File: config.mk
export PLATFORM = sky130hd
export DESIGN_NAME = car_link_responder
export DESIGN_NICKNAME = d
export VERILOG_FILES = /design/src/rtl/car_link_pkg.sv /design/src/rtl/car_link_uart_rx.sv /design/src/rtl/car_link_responder.sv
export SDC_FILE = /design/constraint.sdc
export NUM_CORES = 1
export LEC_CHECK = 0
export ABC_CLOCK_PERIOD_IN_PS = 2800
export BUFFER_PORTS_ARGS = -buffer_cell sky130_fd_sc_hd__buf_2
export CORE_UTILIZATION = 59
export DETAILED_ROUTE_END_ITERATION = 8
export PLACE_DENSITY_LB_ADDON = 0.05
export SLEW_MARGIN = 20
export SYNTH_ARGS = -nofsm -noshare
export SYNTH_HDL_FRONTEND = slang
export SYNTH_SLANG_ARGS = --single-unit
File: constraint.sdc
create_clock -name sys_clk -period 2.8 [get_ports sys_clk]
set_input_delay 0.28 -clock sys_clk [delete_from_list [all_inputs] [get_ports sys_clk]]
set_output_delay 0.28 -clock sys_clk [all_outputs]
set_load 0.1 [all_outputs]
File: src/rtl/car_link_pkg.sv
// car_link_pkg: shared link constants, command bit indices and FSM state types
//   CMD_HDR / STS_HDR : frame headers for command and status bytes
//   FWD..DESTROY      : bit positions inside the 6-bit command field
//   rx_state_t        : receiver states
//   tx_state_t        : status transmitter states
package car_link_pkg;
   localparam logic [1:0] CMD_HDR = 2'b10;
   localparam logic [1:0] STS_HDR = 2'b01;
   localparam int FWD     = 0;
   localparam int BACK    = 1;
   localparam int LEFT    = 2;
   localparam int RIGHT   = 3;
   localparam int PLACE   = 4;
   localparam int DESTROY = 5;
   typedef enum logic [2:0] {RX_IDLE, RX_START, RX_DATA, RX_STOP, RX_WAIT_HIGH} rx_state_t;
   typedef enum logic [1:0] {TX_IDLE, TX_START, TX_DATA, TX_STOP} tx_state_t;
   function automatic logic [7:0] status_byte(input logic [3:0] det);
      return {STS_HDR, 2'b00, det};
   endfunction
endpackage

File: src/rtl/car_link_uart_rx.sv
// car_link_uart_rx: 8N1 LSB-first receiver with input synchronizer
//   sys_clk, rst_n : clock, synchronous active-low reset
//   rx             : asynchronous serial input, idle high
//   data           : last received byte (meaningful when valid pulses)
//   valid          : one-cycle pulse, byte received with good stop bit
//   frame_err      : one-cycle pulse, stop bit sampled low
module car_link_uart_rx import car_link_pkg::*; #(
   parameter int CLKS_PER_BIT = 10417
) (
   input  logic       sys_clk,
   input  logic       rst_n,
   input  logic       rx,
   output logic [7:0] data,
   output logic       valid,
   output logic       frame_err
);
   localparam int CW = $clog2(CLKS_PER_BIT);
   localparam logic [CW-1:0] FULL = CW'(CLKS_PER_BIT - 1);
   localparam logic [CW-1:0] HALF = CW'(CLKS_PER_BIT / 2 - 1);
   // sync[1] is the synchronized line, sync[2] its previous value for edge detect
   logic [2:0] sync;
   rx_state_t state;
   logic [CW-1:0] cnt;
   logic [2:0] idx;
   always_ff @(posedge sys_clk) begin
      if (!rst_n) begin
         sync      <= 3'b111;
         state     <= RX_IDLE;
         cnt       <= '0;
         idx       <= '0;
         data      <= '0;
         valid     <= 1'b0;
         frame_err <= 1'b0;
      end else begin
         sync      <= {sync[1:0], rx};
         valid     <= 1'b0;
         frame_err <= 1'b0;
         case (state)
            RX_IDLE: begin
               cnt <= '0;
               if (sync[2] && !sync[1]) state <= RX_START;
            end
            // half a bit in: still low means a real start bit, high means a glitch
            RX_START:
               if (cnt == HALF) begin
                  cnt   <= '0;
                  idx   <= '0;
                  state <= sync[1] ? RX_IDLE : RX_DATA;
               end else cnt <= cnt + 1'b1;
            RX_DATA:
               if (cnt == FULL) begin
                  cnt  <= '0;
                  data <= {sync[1], data[7:1]};
                  idx  <= idx + 1'b1;
                  if (idx == 3'd7) state <= RX_STOP;
               end else cnt <= cnt + 1'b1;
            // return to idle at stop centre so a back-to-back start edge is caught
            RX_STOP:
               if (cnt == FULL) begin
                  cnt       <= '0;
                  valid     <= sync[1];
                  frame_err <= !sync[1];
                  state     <= sync[1] ? RX_IDLE : RX_WAIT_HIGH;
               end else cnt <= cnt + 1'b1;
            RX_WAIT_HIGH: if (sync[1]) state <= RX_IDLE;
            default: state <= RX_IDLE;
         endcase
      end
   end
endmodule

File: src/rtl/car_link_responder.sv
// car_link_responder: car-side command receiver/decoder and status transmitter
//   sys_clk, rst_n : clock, synchronous active-low reset
//   rx             : serial command line from the device
//   tx             : serial status line to the device (registered)
//   detector       : {right, left, back, front} obstacle flags
//   cmd            : last accepted {destroy, place, right, left, back, forward}
//   cmd_valid      : one-cycle pulse when cmd updates
//   frame_err      : one-cycle pulse, command stop bit low
//   header_err     : one-cycle pulse, command header not 2'b10
module car_link_responder import car_link_pkg::*; #(
   parameter int CLKS_PER_BIT  = 10417,
   parameter int STATUS_PERIOD = 1000000
) (
   input  logic       sys_clk,
   input  logic       rst_n,
   input  logic       rx,
   output logic       tx,
   input  logic [3:0] detector,
   output logic [5:0] cmd,
   output logic       cmd_valid,
   output logic       frame_err,
   output logic       header_err
);
   localparam int CW = $clog2(CLKS_PER_BIT);
   localparam int TW = $clog2(STATUS_PERIOD);
   logic [7:0] rx_byte;
   logic rx_valid, rx_ferr;
   tx_state_t state;
   logic [CW-1:0] cnt;
   logic [2:0] idx;
   logic [7:0] sh;
   logic [3:0] last;
   logic pend;
   logic [TW-1:0] timer;
   logic tick, trig, bit_end, go;
   car_link_uart_rx #(.CLKS_PER_BIT(CLKS_PER_BIT)) u_rx (
      .sys_clk  (sys_clk),
      .rst_n    (rst_n),
      .rx       (rx),
      .data     (rx_byte),
      .valid    (rx_valid),
      .frame_err(rx_ferr)
   );
   always_ff @(posedge sys_clk) begin
      if (!rst_n) begin
         cmd        <= '0;
         cmd_valid  <= 1'b0;
         frame_err  <= 1'b0;
         header_err <= 1'b0;
      end else begin
         cmd_valid  <= rx_valid && rx_byte[7:6] == CMD_HDR;
         header_err <= rx_valid && rx_byte[7:6] != CMD_HDR;
         frame_err  <= rx_ferr;
         if (rx_valid && rx_byte[7:6] == CMD_HDR) cmd <= rx_byte[DESTROY:FWD];
      end
   end
   // a frame may start when idle or straight out of the last stop-bit cycle
   always_comb begin
      tick    = timer == TW'(STATUS_PERIOD - 1);
      trig    = tick || detector != last;
      bit_end = cnt == CW'(CLKS_PER_BIT - 1);
      go      = (trig || pend) && (state == TX_IDLE || (state == TX_STOP && bit_end));
   end
   always_ff @(posedge sys_clk) begin
      if (!rst_n) begin
         state <= TX_IDLE;
         cnt   <= '0;
         idx   <= '0;
         sh    <= '0;
         last  <= '0;
         pend  <= 1'b0;
         timer <= '0;
         tx    <= 1'b1;
      end else begin
         timer <= tick ? '0 : timer + 1'b1;
         pend  <= !go && (pend || trig);
         cnt   <= (go || bit_end || state == TX_IDLE) ? '0 : cnt + 1'b1;
         if (go) begin
            state <= TX_START;
            sh    <= status_byte(detector);
            last  <= detector;
            tx    <= 1'b0;
         end else if (bit_end) begin
            case (state)
               TX_START: begin
                  state <= TX_DATA;
                  idx   <= '0;
                  tx    <= sh[0];
                  sh    <= sh >> 1;
               end
               TX_DATA: begin
                  idx <= idx + 1'b1;
                  sh  <= sh >> 1;
                  tx  <= (idx == 3'd7) ? 1'b1 : sh[0];
                  if (idx == 3'd7) state <= TX_STOP;
               end
               default: state <= TX_IDLE;
            endcase
         end
      end
   end
endmodule

==> results of run 1 <==
-- stage by stage --
stage          power (W)  instances
6_report         0.00233        571
5_1_grt          0.00244        571
4_1_cts          0.00235        571
3_5_place_dp     0.00153        555
3_3_place_gp     0.00153        555
2_1_floorplan    0.00151        454
-- area by class of cell --
type	instances	area, sq um
multi-input combinational	333	2150
tap	96	120
clock buffer	9	124
timing repair buffer	18	95.1
sequential	94	1880
fill	598	2310
inverter	14	52.6
clock inverter	7	57.6
-- state kept, by name, indices dropped and copies added, names as in the netlist --
register	cells
cmd	6
u_rx.data	8
cmd_valid	1
cnt	14
pend	1
header_err	1
u_rx.valid	1
frame_err	1
u_rx.cnt	14
idx	3
u_rx.sync	3
u_rx.idx	3
u_rx.frame_err	1
timer	20
sh	7
tx	1
u_rx.state	3
state	2
last	4
-- report_power, final --
part	leakage, nW	internal, W	switching (W)
Clock	0.0877	0.000334	0.000501
Sequential	0.761	0.00136	0.0000166
Combinational	0.935	0.0000470	0.0000761
-- cells in the final DEF, fill, tap and decap left out, drive strengths merged, types with 2 or more instances in the layout --
cell type   n
dfxtp      94
nor2       75
nand2      30
xor2       25
a21oi      24
nand3      21
buf        18
mux2i      17
and3       16
xnor2      16
inv        15
ha         13
nand4      12
nand2b     10
o21ai      10
clkbuf      9
and4        8
nand3b      7
or3         6
and2        5
nor4bb      4
nor4b       4
clkinv      4
nor3b       3
a21o        3
nor2b       3
or4         3
a221o       3
o41ai       2
clkinvlp    2
-- Yosys cell counts (all sizes together) (3+ instances only) --
library cell | n | area, sq um
dfxtp | 94 | 1880
nor2 | 75 | 282
nand2 | 30 | 118
xor2 | 25 | 219
a21oi | 24 | 124
nand3 | 21 | 105
mux2i | 17 | 170
and3 | 16 | 100
xnor2 | 16 | 140
ha | 13 | 163
inv | 13 | 48.8
nand4 | 12 | 75.1
nand2b | 10 | 62.6
o21ai | 10 | 50.0
clkbuf | 9 | 33.8
and4 | 8 | 70.1
nand3b | 7 | 52.6
or3 | 6 | 37.5
and2 | 5 | 31.3
buf | 4 | 30.0
nor4b | 4 | 41.3
nor4bb | 4 | 40.0
a21o | 3 | 22.5
a221o | 3 | 30.0
nor2b | 3 | 18.8
nor3b | 3 | 22.5
or4 | 3 | 22.5
-- worst paths after layout --
path / slack, ns / endpoint / cells after the start
worst max-delay path: 0.45 / sh[2] / 7
worst min-delay path: 0.11 / u_rx.sync[0] / 2
worst min register to register: 0.43 / u_rx.sync[1] / 1
worst max register to register: 0.45 / sh[2] / 7
-- logic make-up after synthesis --
logic type | after synthesis | synth area share
buf+inv | 27 | 0.0280
compound gates | 50 | 0.0786
fa+ha+maj | 13 | 0.0392
xor+xnor | 41 | 0.0865
flops | 94 | 0.453
mux | 17 | 0.0410
simple gates | 212 | 0.274
-- metal layers --
metal  up-vias  track usage  part of all wire
met3         7       0.0520             0.026
met4         0       0.0742            0.0088
met2        24        0.354              0.47
met5         -            0                 0
met1      1410        0.271              0.49
li1       1599            -                 -
==> results.cfg, run 1 <==
[finish]
utilization = 0.660
syn_to_final_growth_pct = 8.01
drive_gt1_frac = 0.0926
antenna_cells = 0
final_net_count = 490
fin_area_sq_um = 4490

[setup_path]
required_ns = 3.10
crit_top_cell = and3_1
path_max_fanout = 9
critPathMaxStageDelay_ns = 0.41
crit_path_start = timer[0]
reg2reg_from = timer[0]
cp_top_family = compound AO/OA/AOI/OAI gates
path_cells = ha_1, and3_1, and3_1, a211o_1, a21o_1, a221oi_1, a221o_1
critPathSlowestCell = a221oi_1
crit_path_end_kind = flop
path_buf_inv = 0
path_class = reg2reg
start_kind = flop
worstPathArrival_ns = 2.65

[floorplan]
die_area_sq_um = 7380
num_rows = 30
coreArea_sq_um = 6790
initial_core_util = 0.611
num_io_pins = 17
fp.dieW_microns = 85.9
die_h_microns = 85.9

[clocking]
cts-root-buf = clkbuf_8
tritoncts = built
htree_levels = 3
cts_buffers = 9
clkLatencyLatePin_ns = 0.36
cts_buffer_depth = 2
cts_sinks = 94
cts-resized-gates = 0
clk_pin_slew_ns = 0.10
cts_setup_buffers = 0
cts_hold_buf = 0

[timing]
drv_slew = 0
max_slew_margin = 0.551
worst_slack_ns = 0.452
whs_ns = 0.110
hold_violations = 0
tightest_slew_ns = 0.669
fin_tns_setup_ns = 0
skew_ns = 0.0138
rsz0062_at_grt = no
finalCritPeriodShare = 0.839
max_freq_mhz = 426
finalCriticalPeriod_ns = 2.35
setup-violations-final = 0

[synthesis]
ys_ff_latch = 94
yosysWarnings = 0
synth_nets = 474
async_flop_share = 0
ys.flop_type = dfxtp_1
synth_edf_count = 0
synth_cell_type_count = 47
syn_area_per_cell_sq_um = 9.15
mappedNetlistArea_sq_um = 4150
synth_cells = 454
synth_seq_area_share = 0.453

[global_route]
grt_pass1_wl_microns = 12600
track_usage = 0.213
grt_overflow_total = 0
antenna_found_initial = 0
grt_pass1_vias = 2831
grt_max_degree = 25

[route]
via_per_inst = 5.32
ant_nets = 0
drtPass1Iterations = 4
drt-total-wl_microns = 7290
vias = 3040
drc_errors = 0
wire_per_inst_microns = 12.8
drt_first_iter_violations = 82

[place]
portBuffers = 16
hpwl_microns = 5070
gp_congestion = 0.768
place_ws_ns = 0.478
place_area_sq_um = 4300

[worst_hold_path]
hp-start = rx
hp-class = in2reg

[power_and_ir_drop]
irDropWorstVdd_uv = 454
p_leak_nw = 1.78
power_density_nw_per_um2 = 520

[outcome]
status = completed

[run]
cap_violations = 0
Power figures use the tool's default switching activity.
==> inputs of run 2 (changes only) <==
Settings changed: ABC_AREA set to 1, ABC_CLOCK_PERIOD_IN_PS 2800 to 2029, CORE_UTILIZATION 59 to 56.
Clock period 2.8 ns to 2.03 ns, I/O delays scaled along.
==> run 2 against run 1 <==
Maximum frequency up 36%. Clock power increased by 47%. Highest routed layer unchanged. Global-route usage up 1.2 points. Sequential power rose by 41%. First-iteration DRC count increased by 100%. Power rose by 59%. Register-to-register slack lost 0.15 ns. Clock-buffer cell count unchanged. Largest power group unchanged. Sequential share of layout area shrank 5.0 points. Combinational power increased to 4.3 times the previous value. Flip-flop and latch count did not move. Synthesized cell count up 47%.
==> results.cfg, run 2 <==
[timing]
finalCritPeriodShare = 0.851
skew_ns = 0.0175
tightest_slew_ns = 0.514
whs_ns = 0.0195
drv_slew = 0
max_slew_margin = 0.657
max_freq_mhz = 579
hold_violations = 0
rsz0062_at_grt = no
fin_tns_setup_ns = 0
finalCriticalPeriod_ns = 1.73
setup-violations-final = 0

[place]
gp_congestion = 0.863
portBuffers = 16
place_area_sq_um = 4890
hpwl_microns = 6780

[finish]
syn_to_final_growth_pct = 8.07
largest-register = timer
layout_common_cells = nand2_1, dfxtp_1, nor2_1
antenna_cells = 0
final_net_count = 707
utilization = 0.623
top_regs = timer: 20 flops, cnt: 14 flops, u_rx.cnt: 14 flops
final_common_cell = nand2_1
fin_area_sq_um = 5090
drive_gt1_frac = 0.121
largest_reg_flops = 20

[clocking]
cts_setup_buffers = 0
htree_levels = 3
cts_sinks = 94
tritoncts = built
clkLatencyLatePin_ns = 0.37
cts_hold_buf = 0
cts-root-buf = clkbuf_8
cts_buffers = 9
cts_buffer_depth = 2
clk_pin_slew_ns = 0.10
cts-resized-gates = 0

[synthesis]
ys_top_cells_by_area = dfxtp_1, nand2_1, nor2_1
synth_top_area_share = 0.399
async_flop_share = 0
synth_largest_area_cell = dfxtp_1
synth_edf_count = 0
ys_ff_latch = 94
ys.flop_type = dfxtp_1
synth.most_common_cell = nand2_1
mappedNetlistArea_sq_um = 4710
syn_area_per_cell_sq_um = 7.06
synth_nets = 688
synth_cells = 668
synth_seq_area_share = 0.399
yosysWarnings = 0
synth_common_cells = nand2_1, dfxtp_1, nor2_1
synth_cell_type_count = 36

[floorplan]
coreArea_sq_um = 8180
initial_core_util = 0.577
num_io_pins = 17
num_rows = 33
die_area_sq_um = 8790
die_h_microns = 93.8
fp.dieW_microns = 93.8

[route]
drtPass1Iterations = 5
wire_per_inst_microns = 11.5
drt-total-wl_microns = 9180
via_per_inst = 5.14
vias = 4098
ant_nets = 0
drc_errors = 0
drt_first_iter_violations = 165

[global_route]
grt_overflow_total = 0
antenna_found_initial = 0
grt_max_degree = 21
grt_pass1_vias = 3639
track_usage = 0.225
grt_pass1_wl_microns = 16000

[power_and_ir_drop]
irDropWorstVdd_uv = 500
power_density_nw_per_um2 = 728
p_leak_nw = 2.06
finalPower_w = 0.00371

[setup_path]
path_class = reg2reg
required_ns = 2.29
worstPathArrival_ns = 1.99
start_kind = flop
crit_path_end_kind = flop
path_max_fanout = 4
ff2ff_path_depth = 9

[run]
cap_violations = 0

[worst_hold_path]
hold_depth = 2
hp-class = in2reg

[outcome]
status = completed
## run 2: changes by cell type in the layout (fill, tap and decap cells not counted), moves of 12 or more
cell and delta:
nand2_1 +116, inv_1 +69, nand3_1 +30, a21oi_1 +20
mux2i_1 -17, nor3_1 +17, and3_1 -16, o21ai_0 +16
xnor2_1 -15, xor2_1 -15, nor2_1 +12
## run 2: cell type report
cell class,count,area [sq um]
multi-input cells,472,2420
clock inverters,7,80.1
well taps,105,131
fillers,765,3080
flip-flops and latches,94,1880
inverters,88,330
repair buffers,22,125
clock buffers,9,124
## run 2: power by group
group / leakage, nW / switching [W] / internal [W]
clock network: 0.0994 / 0.000736 / 0.000489
logic: 1.20 / 0.000357 / 0.000177
registers: 0.762 / 0.0000496 / 0.00190
total: 2.06 / 0.00114 / 0.00257
## run 2: worst paths after layout
| check | start | to | slack, ns |
|---|---|---|---|
| setup / recovery | cnt[0] | idx[0] | 0.30 |
| hold / removal | rx | u_rx.sync[0] | 0.02 |
| setup reg to reg | cnt[0] | idx[0] | 0.30 |
| hold reg to reg | u_rx.sync[0] | u_rx.sync[1] | 0.42 |
## run 2: cell families after synthesis
family / share of synthesized area
AOI/OAI and AO/OA: 0.0878
and+or+nand+nor: 0.371
xor gates and xnor gates: 0.0204
DFF: 0.399
adders and majority gates: 0.0345
buffers and inverters: 0.0870
## run 2: worst max-delay path, stage by stage, from the launching register on
cell and delay [ns]:
dfxtp_1 0.35, inv_1 0.06, ha_1 0.18, nand2_1 0.07, nor3_2 0.22, nand2_1 0.13
nor2_1 0.29, nand2_1 0.11, o21ai_0 0.16, nor2_1 0.06
## run 2: stage by stage
step / worst slack [ns] / cells
global route: 0.0756 / 797
global placement: 0.392 / 781
detailed placement: 0.309 / 781
CTS: 0.300 / 797
floorplan: 0.525 / 668
finish: 0.302 / 797
## run 2: per-layer routing
| layer | vias to the layer above | global-route usage | share of wire |
|---|---|---|---|
| li1 | 2192 | - | - |
| met1 | 1835 | 0.305 | 0.50 |
| met2 | 62 | 0.364 | 0.45 |
| met3 | 9 | 0.0421 | 0.038 |
| met4 | 0 | 0.0641 | 0.0084 |
| met5 | - | 0 | 0 |
